`config.mk`:
```
export PLATFORM = sky130hd
export DESIGN_NAME = ni_tx_arbiter
export DESIGN_NICKNAME = d
export VERILOG_FILES = /design/src/rtl/ni_tx_arbiter_pkg.sv /design/src/rtl/ni_rr_arbiter.sv /design/src/rtl/ni_tx_arbiter.sv
export SDC_FILE = /design/constraint.sdc
export NUM_CORES = 1
export LEC_CHECK = 0
export CORE_AREA = 2 2 136 138
export CTS_CLUSTER_SIZE = 12
export DETAILED_ROUTE_END_ITERATION = 10
export DIE_AREA = 0 0 138 140
export PLACE_DENSITY = 0.83
export SKIP_LAST_GASP = 1
export SLEW_MARGIN = 5
export SYNTH_ARGS = -nofsm -noshare
export SYNTH_HDL_FRONTEND = slang
export SYNTH_HIERARCHICAL = 1
export SYNTH_SLANG_ARGS = --single-unit
```
`constraint.sdc`:
```
create_clock -name clk -period 5.95 [get_ports clk]
set_input_delay 1.785 -clock clk [delete_from_list [all_inputs] [get_ports clk]]
set_output_delay 1.785 -clock clk [all_outputs]
set_load 0.05 [all_outputs]
```
`src/rtl/ni_tx_arbiter_pkg.sv`:
```
// ============================================================================
// ni_tx_arbiter_pkg : flit/packet types, TX state encoding and flit selector
// Revision: 1.0
// ============================================================================
`default_nettype none

package ni_tx_arbiter_pkg;

  localparam int NI_FLIT_W          = 16;
  localparam int NI_NUM_BODY_FLITS  = 3;
  localparam int NI_TOTAL_FLITS     = NI_NUM_BODY_FLITS + 2;

  typedef logic [NI_FLIT_W-1:0] flit_t;

  typedef struct packed {
    logic [1:0] ftype;
    logic [3:0] dst;
    logic [3:0] src;
    logic [5:0] tag;
  } head_flit_s;

  typedef struct packed {
    head_flit_s                         head;
    flit_t [NI_NUM_BODY_FLITS-1:0]      body;
    flit_t                              tail;
  } req_packet_s;

  typedef enum logic {
    TX_IDLE = 1'b0,
    TX_SEND = 1'b1
  } ni_tx_state_e;

  // Flit idx of a packet: 0 = head, 1..NUM_BODY = body[idx-1], otherwise tail.
  function automatic flit_t pkt_flit(req_packet_s p, int idx);
    flit_t f;
    f = p.tail;
    if (idx == 0) f = flit_t'(p.head);
    for (int b = 0; b < NI_NUM_BODY_FLITS; b++) begin
      if (idx == b + 1) f = p.body[b];
    end
    return f;
  endfunction

endpackage

`default_nettype wire

```
`src/rtl/ni_rr_arbiter.sv`:
```
// ============================================================================
// ni_rr_arbiter : combinational round-robin picker starting at i_ptr
// Revision: 1.0
// ============================================================================
`default_nettype none

module ni_rr_arbiter #(
  parameter int N  = 4,
  parameter int IW = $clog2(N)
) (
  input  logic [N-1:0]  i_req,
  input  logic [IW-1:0] i_ptr,
  input  logic          i_en,
  output logic [N-1:0]  o_gnt,
  output logic [IW-1:0] o_gnt_id,
  output logic          o_any
);

  always_comb begin
    o_gnt    = '0;
    o_gnt_id = '0;
    o_any    = 1'b0;
    for (int i = 0; i < N; i++) begin
      if (i_en && !o_any && i_req[(int'(i_ptr) + i) % N]) begin
        o_any                          = 1'b1;
        o_gnt[(int'(i_ptr) + i) % N]   = 1'b1;
        o_gnt_id                       = IW'((int'(i_ptr) + i) % N);
      end
    end
  end

endmodule

`default_nettype wire

```
`src/rtl/ni_tx_arbiter.sv`:
```
// ============================================================================
// ni_tx_arbiter : round-robin packet arbiter serialising head/body/tail flits
// Revision: 1.0
// ============================================================================
`default_nettype none

module ni_tx_arbiter
  import ni_tx_arbiter_pkg::*;
#(
  parameter int NUM_REQ     = 4,
  parameter int FLIT_W      = NI_FLIT_W,
  parameter int TOTAL_FLITS = NI_TOTAL_FLITS
) (
  input  logic                       clk,
  input  logic                       rst_n,
  input  logic [NUM_REQ-1:0]         req_valid,
  input  req_packet_s [NUM_REQ-1:0]  req_packet,
  output logic [NUM_REQ-1:0]         req_ready,
  output logic [FLIT_W-1:0]          flit_out,
  output logic                       flit_valid,
  input  logic                       flit_ready,
  output logic                       flit_is_head,
  output logic                       flit_is_tail,
  output logic [$clog2(NUM_REQ)-1:0] grant_id,
  output logic                       busy
);

  localparam int IDW = $clog2(NUM_REQ);
  localparam int CW  = $clog2(TOTAL_FLITS);
  localparam logic [CW-1:0] c_last_flit = CW'(TOTAL_FLITS - 1);

  ni_tx_state_e        r_state;
  logic [IDW-1:0]      r_rr_ptr;
  logic [IDW-1:0]      r_grant_id;
  logic [CW-1:0]       r_flit_cnt;
  req_packet_s         r_pkt_buf;

  logic                w_send;
  logic                w_tail_acc;
  logic                w_arb_en;
  logic [NUM_REQ-1:0]  w_gnt;
  logic [IDW-1:0]      w_gnt_id;
  logic                w_any;

  assign w_send     = (r_state == TX_SEND);
  assign w_tail_acc = w_send && flit_ready && (r_flit_cnt == c_last_flit);
  // Gated by rst_n so req_ready reads 0 while reset is held.
  assign w_arb_en   = rst_n && (!w_send || w_tail_acc);

  ni_rr_arbiter #(
    .N  (NUM_REQ),
    .IW (IDW)
  ) u_rr_arbiter (
    .i_req    (req_valid),
    .i_ptr    (r_rr_ptr),
    .i_en     (w_arb_en),
    .o_gnt    (w_gnt),
    .o_gnt_id (w_gnt_id),
    .o_any    (w_any)
  );

  always_ff @(posedge clk or negedge rst_n) begin
    if (!rst_n) begin
      r_state    <= TX_IDLE;
      r_rr_ptr   <= '0;
      r_grant_id <= '0;
      r_flit_cnt <= '0;
      r_pkt_buf  <= '0;
    end else if (w_any) begin
      r_state    <= TX_SEND;
      r_pkt_buf  <= req_packet[w_gnt_id];
      r_grant_id <= w_gnt_id;
      r_rr_ptr   <= (w_gnt_id == IDW'(NUM_REQ - 1)) ? '0 : w_gnt_id + 1'b1;
      r_flit_cnt <= '0;
    end else if (w_tail_acc) begin
      r_state    <= TX_IDLE;
      r_flit_cnt <= '0;
    end else if (w_send && flit_ready) begin
      r_flit_cnt <= r_flit_cnt + 1'b1;
    end
  end

  assign req_ready    = w_gnt;
  assign flit_valid   = w_send;
  assign busy         = w_send;
  assign grant_id     = r_grant_id;
  assign flit_out     = w_send ? FLIT_W'(pkt_flit(r_pkt_buf, int'(r_flit_cnt))) : '0;
  assign flit_is_head = w_send && (r_flit_cnt == '0);
  assign flit_is_tail = w_send && (r_flit_cnt == c_last_flit);

endmodule

`default_nettype wire

```
### Word-level counts from Yosys, hierarchy flattened

Index checks and enable logic that the tools add are counted.

* register bits: 88
* bits of input ports: 327

* muxes and demuxes: 44
* equal/unequal tests: 5
* bitwise operators: 6
* order comparisons: 9
* add/sub/neg operators: 5
* reduce and logical (&&, ||, !) cells: 28

Operator list (number)
* $bmux W80 S2: 1
* $mux W16: 5
* $mux W80: 1
* $mux W1: 17
* $logic_and A1 B1 Y1: 16
* $mux W4: 4
* $lt A3 B4 Y1 const B: 3
* $or A4 B4 Y4: 3
* $mux W2: 5
* $eq A3 B3 Y1 const B: 3
* $ge A3 B1 Y1 const B: 3
* $mux W3: 3
* $bmux W1 S2: 4
* $demux W1 S2: 4
* $logic_not A3 Y1: 2
* $lt A2 B3 Y1 const B: 2
* $reduce_or A2 Y1: 3
* $add A2 B1 Y2 const B: 2
* $add A2 B2 Y2 const B: 2
* $logic_not A1 Y1: 4
* $add A3 B1 Y3 const B: 1
* $and A1 B1 Y1 const A: 3
* $eq A3 B2 Y1 const B: 1
* $reduce_bool A3 Y1: 1
* other kinds (4): 4

### Logic depth before layout (Yosys ltp)

* depth after elaboration: 20
* gate-level depth with buffers: 15
* depth with buffers taken out: 11

### Hierarchy

The synthesis kept the hierarchy.

Modules (own cells, without submodules)
* ni_tx_arbiter: times used 1, seq. area each 2202.1 µm², cells each 461, area each 6291.0 µm²
* ni_rr_arbiter: times used 1, seq. area each 0.0 µm², cells each 67, area each 578.1 µm²

### Worst setup path before layout

No wires, ideal clock.

* kind: input to output
* start: in req_valid[1]
* end: out req_ready[0]
* arrival time: 3.280 ns
* setup slack: 0.885 ns
* cell stages on the path: 4
* required time: 4.165 ns
* cells stage by stage: buf_2 mux4_2 nor4b_4 a221o_1

* word-level cells in the longest chain between the ends: 16
* elaborated cells between the ends (all ways): 31

Ends and longest elaborated chain
* start: declaration: RTL line ni_tx_arbiter.sv:16 `input logic [NUM_REQ-1:0] req_valid,`
* $bmux W1 S2: RTL line ni_rr_arbiter.sv:24 `if (i_en && !o_any && i_req[(int'(i_ptr) + i) % N]) begin`
* $mux W1 (not written as such): RTL line ni_rr_arbiter.sv:24
* $logic_and A1 B1 Y1: RTL line ni_rr_arbiter.sv:24
* $mux W1: RTL line ni_rr_arbiter.sv:24
* $logic_not A1 Y1: RTL line ni_rr_arbiter.sv:24
* $logic_and A1 B1 Y1 (2 in series): RTL line ni_rr_arbiter.sv:24
* $mux W1: RTL line ni_rr_arbiter.sv:24
* $logic_not A1 Y1: RTL line ni_rr_arbiter.sv:24
* $logic_and A1 B1 Y1 (2 in series): RTL line ni_rr_arbiter.sv:24
* $mux W1: RTL line ni_rr_arbiter.sv:24
* $logic_not A1 Y1: RTL line ni_rr_arbiter.sv:24
* $logic_and A1 B1 Y1 (2 in series): RTL line ni_rr_arbiter.sv:24
* $mux W4 (*): RTL line ni_rr_arbiter.sv:24
* end: declaration: RTL line ni_tx_arbiter.sv:18 `output logic [NUM_REQ-1:0] req_ready,`

Every way passes the cells marked *; elsewhere a longest branch is shown, timed or not. The select of a mux whose other input is x is not followed.

### Worst setup path after layout

* start: in req_valid[0]
* end: out req_ready[2]

Same word-level chain as after synthesis.

==> results.json <==
{
  "crit_path_max_fanout": 9,
  "r2r_slack_ps": 1350,
  "hold_viol": 0,
  "min_path_type": "register to register",
  "fin_crit_ps": 5619,
  "clock_sinks": 88,
  "drc_errors": 0,
  "cts_tree": "yes",
  "worst-setup-path-type": "primary input to output port",
  "yosysUniqueCellTypes": 43,
  "cp_slowest_cell": "clkdlybuf4s50_1",
  "ios": 353,
  "cts_max_level": 3,
  "dp_hpwl_um": 18270,
  "cap_violations": 0,
  "power.total_mw": 4.851,
  "period_share_pct": 94.44,
  "syn_inst": 528,
  "finalSetupViolCount": 0,
  "yosys_warnings": 6,
  "crit_family": "buffers and inverters",
  "antenna_left": 0,
  "dieArea_um2": 19320,
  "worst-r2r-cell-count": 9,
  "die_height_um": 140,
  "cp_slowest_stage_delay_ps": 620,
  "drt_pass1_iterations": 5,
  "vias": 5961,
  "wirelength_um": 22810,
  "ir_worst_vdd_v": 0.0003007,
  "routed_via_density": 5.504,
  "place.gp.congestion": 0.8284,
  "start_util_pct": 38.63,
  "synthArstFlopShare_pct": 100.0,
  "area_growth_pct": 57.39,
  "post-cts-setup-buffers": 0,
  "clk_pin_slew_ps": 70,
  "crit_chain": "clkdlybuf4s50_1 -> inv_1 -> o32ai_1 -> nor2_1 -> nor4b_4 -> a221o_1 -> buf_12",
  "synth-seq-area-share_pct": 32.06,
  "worst_setup_path_start_kind": "primary input",
  "max_slew_margin_pct": 25.08,
  "synth_fp_nets": 868,
  "min_from": "r_pkt_buf[62]",
  "r2r_end": "r_pkt_buf[1]",
  "status": "complete, no violations",
  "synth-edff-count": 0,
  "fin_tns_setup_ps": 0,
  "clock_latency_ps": 340,
  "cts_resized": 0,
  "crit_buf_inv": 3,
  "crit-reg2reg-launch": "r_rr_ptr[0]",
  "grt_setup_unrepaired": "no",
  "clockRootBuffer": "clkbuf_16",
  "core_area_um2": 17780,
  "drtIter0Drc": 329,
  "required_ps": 4160,
  "track_usage_pct": 23.44,
  "numCtsBuffers": 9,
  "cts_buffer_depth": 2,
  "layout-drive-gt1-share_pct": 21.95,
  "die_w_um": 138,
  "fmax_ghz": 0.1780,
  "wl_per_cell_um": 21.06,
  "hold_buffers": 0,
  "power_density_nw_per_um2": 448.7,
  "leakagePower_nw": 4.122,
  "skew_ps": 8.730,
  "worst_pin_slew_ps": 1124,
  "cp.arrival_ps": 3830,
  "grt_pass1_wl_um": 35430,
  "syn_area_um2": 6869,
  "grt_max_degree": 104,
  "syn_area_per_cell_um2": 13.01,
  "synth_seq_cells": 88,
  "grt_overflow": 0,
  "finalNetCount": 1187,
  "hold_end": "r_pkt_buf[62]",
  "grt_antenna_before_repair": 2,
  "holdPathStages": 1,
  "synthFlopType": "dfrtp_1",
  "end_kind": "output port",
  "portBuffers": 352,
  "rows": 49,
  "grt_pass1_vias": 6381,
  "drv_slew": 0
}
-- worst max-delay path by stage --
stage | startpoint | endpoint | slack [ps] | cells past startpoint
global route | req_valid[0] | req_ready[1] | 180 | 7
detailed placement | req_valid[0] | req_ready[2] | 360 | 7
global placement | req_valid[1] | req_ready[0] | 430 | 7
floorplan | req_valid[1] | req_ready[0] | 890 | 4
CTS | req_valid[0] | req_ready[2] | 350 | 7
finish | req_valid[0] | req_ready[2] | 330 | 7
-- layout by cell type (no fill, tap or decap), types with 13 or more instances in the layout --
master,Yosys,final
inv_1,23,23
mux4_2,80,80
a21oi_1,38,38
ha_1,13,13
mux2_4,63,63
nor2_1,25,25
nand2_1,22,22
a221oi_1,15,15
o22ai_1,16,15
dfrtp_1,88,88
o21ai_0,34,34
clkdlybuf4s50_1,0,347
-- synth_stat cells, types with 2 or more instances --
library cell   n  area share (%)
a22oi_1        4            0.44
buf_1          3            0.16
and3_1         2            0.18
mux2i_1        3            0.44
a21oi_1       38             2.8
nor2_1        25             1.4
buf_6          3            0.49
mux4_1         3             1.1
buf_12         6             1.7
o21ai_0       34             2.5
inv_1         23             1.3
a221o_1        4            0.58
a221oi_1      15             1.9
o211ai_1       3            0.33
o22ai_1       16             1.5
buf_2         19             1.4
buf_4          3            0.33
nand2_1       22             1.2
ha_1          13             2.4
nor2b_1        6            0.55
o31ai_1        2            0.22
a211oi_1       2            0.22
mux2_2         9             1.5
mux2_4        63              14
mux4_2        80              26
nand3_1        5            0.36
dfrtp_1       88              32
clkbuf_1      19             1.0
-- cell type report --
cell class              count  area, um2
diodes                      2      5.005
clock buffers              10      229.0
clock inverters             6      93.84
fillers                  1396       6968
inverters                  23      86.33
multi-input cells         363       4248
flip-flops and latches     88       2202
well taps                 229      286.5
repair buffers            362       3661
-- kinds of logic (layout without fill, tap and decap cells) --
family / Yosys count / after routing / synth area share (%)
AOI/OAI and AO/OA: 124 / 124 / 11.06
adders and majority gates: 13 / 13 / 2.368
buffers and inverters: 77 / 401 / 6.630
DFF: 88 / 88 / 32.06
muxes: 158 / 158 / 43.06
other: 0 / 2 / 0
and+or+nand+nor: 68 / 68 / 4.827
-- per-stage QoR --
step                      setup WS (ps)  hold slack, ps  util [%]  cells  instance area [um2]
after detailed placement          356.2           490.6     58.97   1065                10480
after global placement            427.3           489.8     58.97   1065                10480
final                             330.6           510.1     60.81   1083                10810
after CTS                         350.3           507.0     60.78   1081                10810
after floorplan                   885.0           476.4         -    528                 6869
after global routing              176.7           525.1     60.81   1083                10810
-- metal layers --
| layer | share of wire (%) | global-route usage, % | routed length [um] |
|---|---|---|---|
| met5 | 0 | 0 | 0 |
| met4 | 2.6 | 7.787 | 601 |
| met3 | 6.3 | 4.684 | 1442 |
| met2 | 51 | 40.41 | 11640 |
| met1 | 40 | 29.70 | 9120 |
-- worst register-to-register path: cells and delay by family (launching register included) --
kind	cells	cell delay, ps
AND/OR/NAND/NOR	2	490
AO/OA/AOI/OAI	1	180
multiplexers	3	1570
flip-flops	1	830
adder cells (fa/ha/maj)	1	570
buffers and inverters	2	850
-- power breakdown --
group / internal, mW / total (mW) / leakage [nW] / switching [mW]
clock network: 0.370 / 0.606 / 0.153 / 0.236
logic: 1.45 / 3.12 / 2.92 / 1.67
registers: 0.901 / 1.13 / 1.05 / 0.225
-- registers in the layout (all words and copies together), names as in the netlist --
name	count
r_pkt_buf	80
r_flit_cnt	3
grant_id	2
r_rr_ptr	2
busy	1
Note: power is estimated with default switching activity, not from simulation.
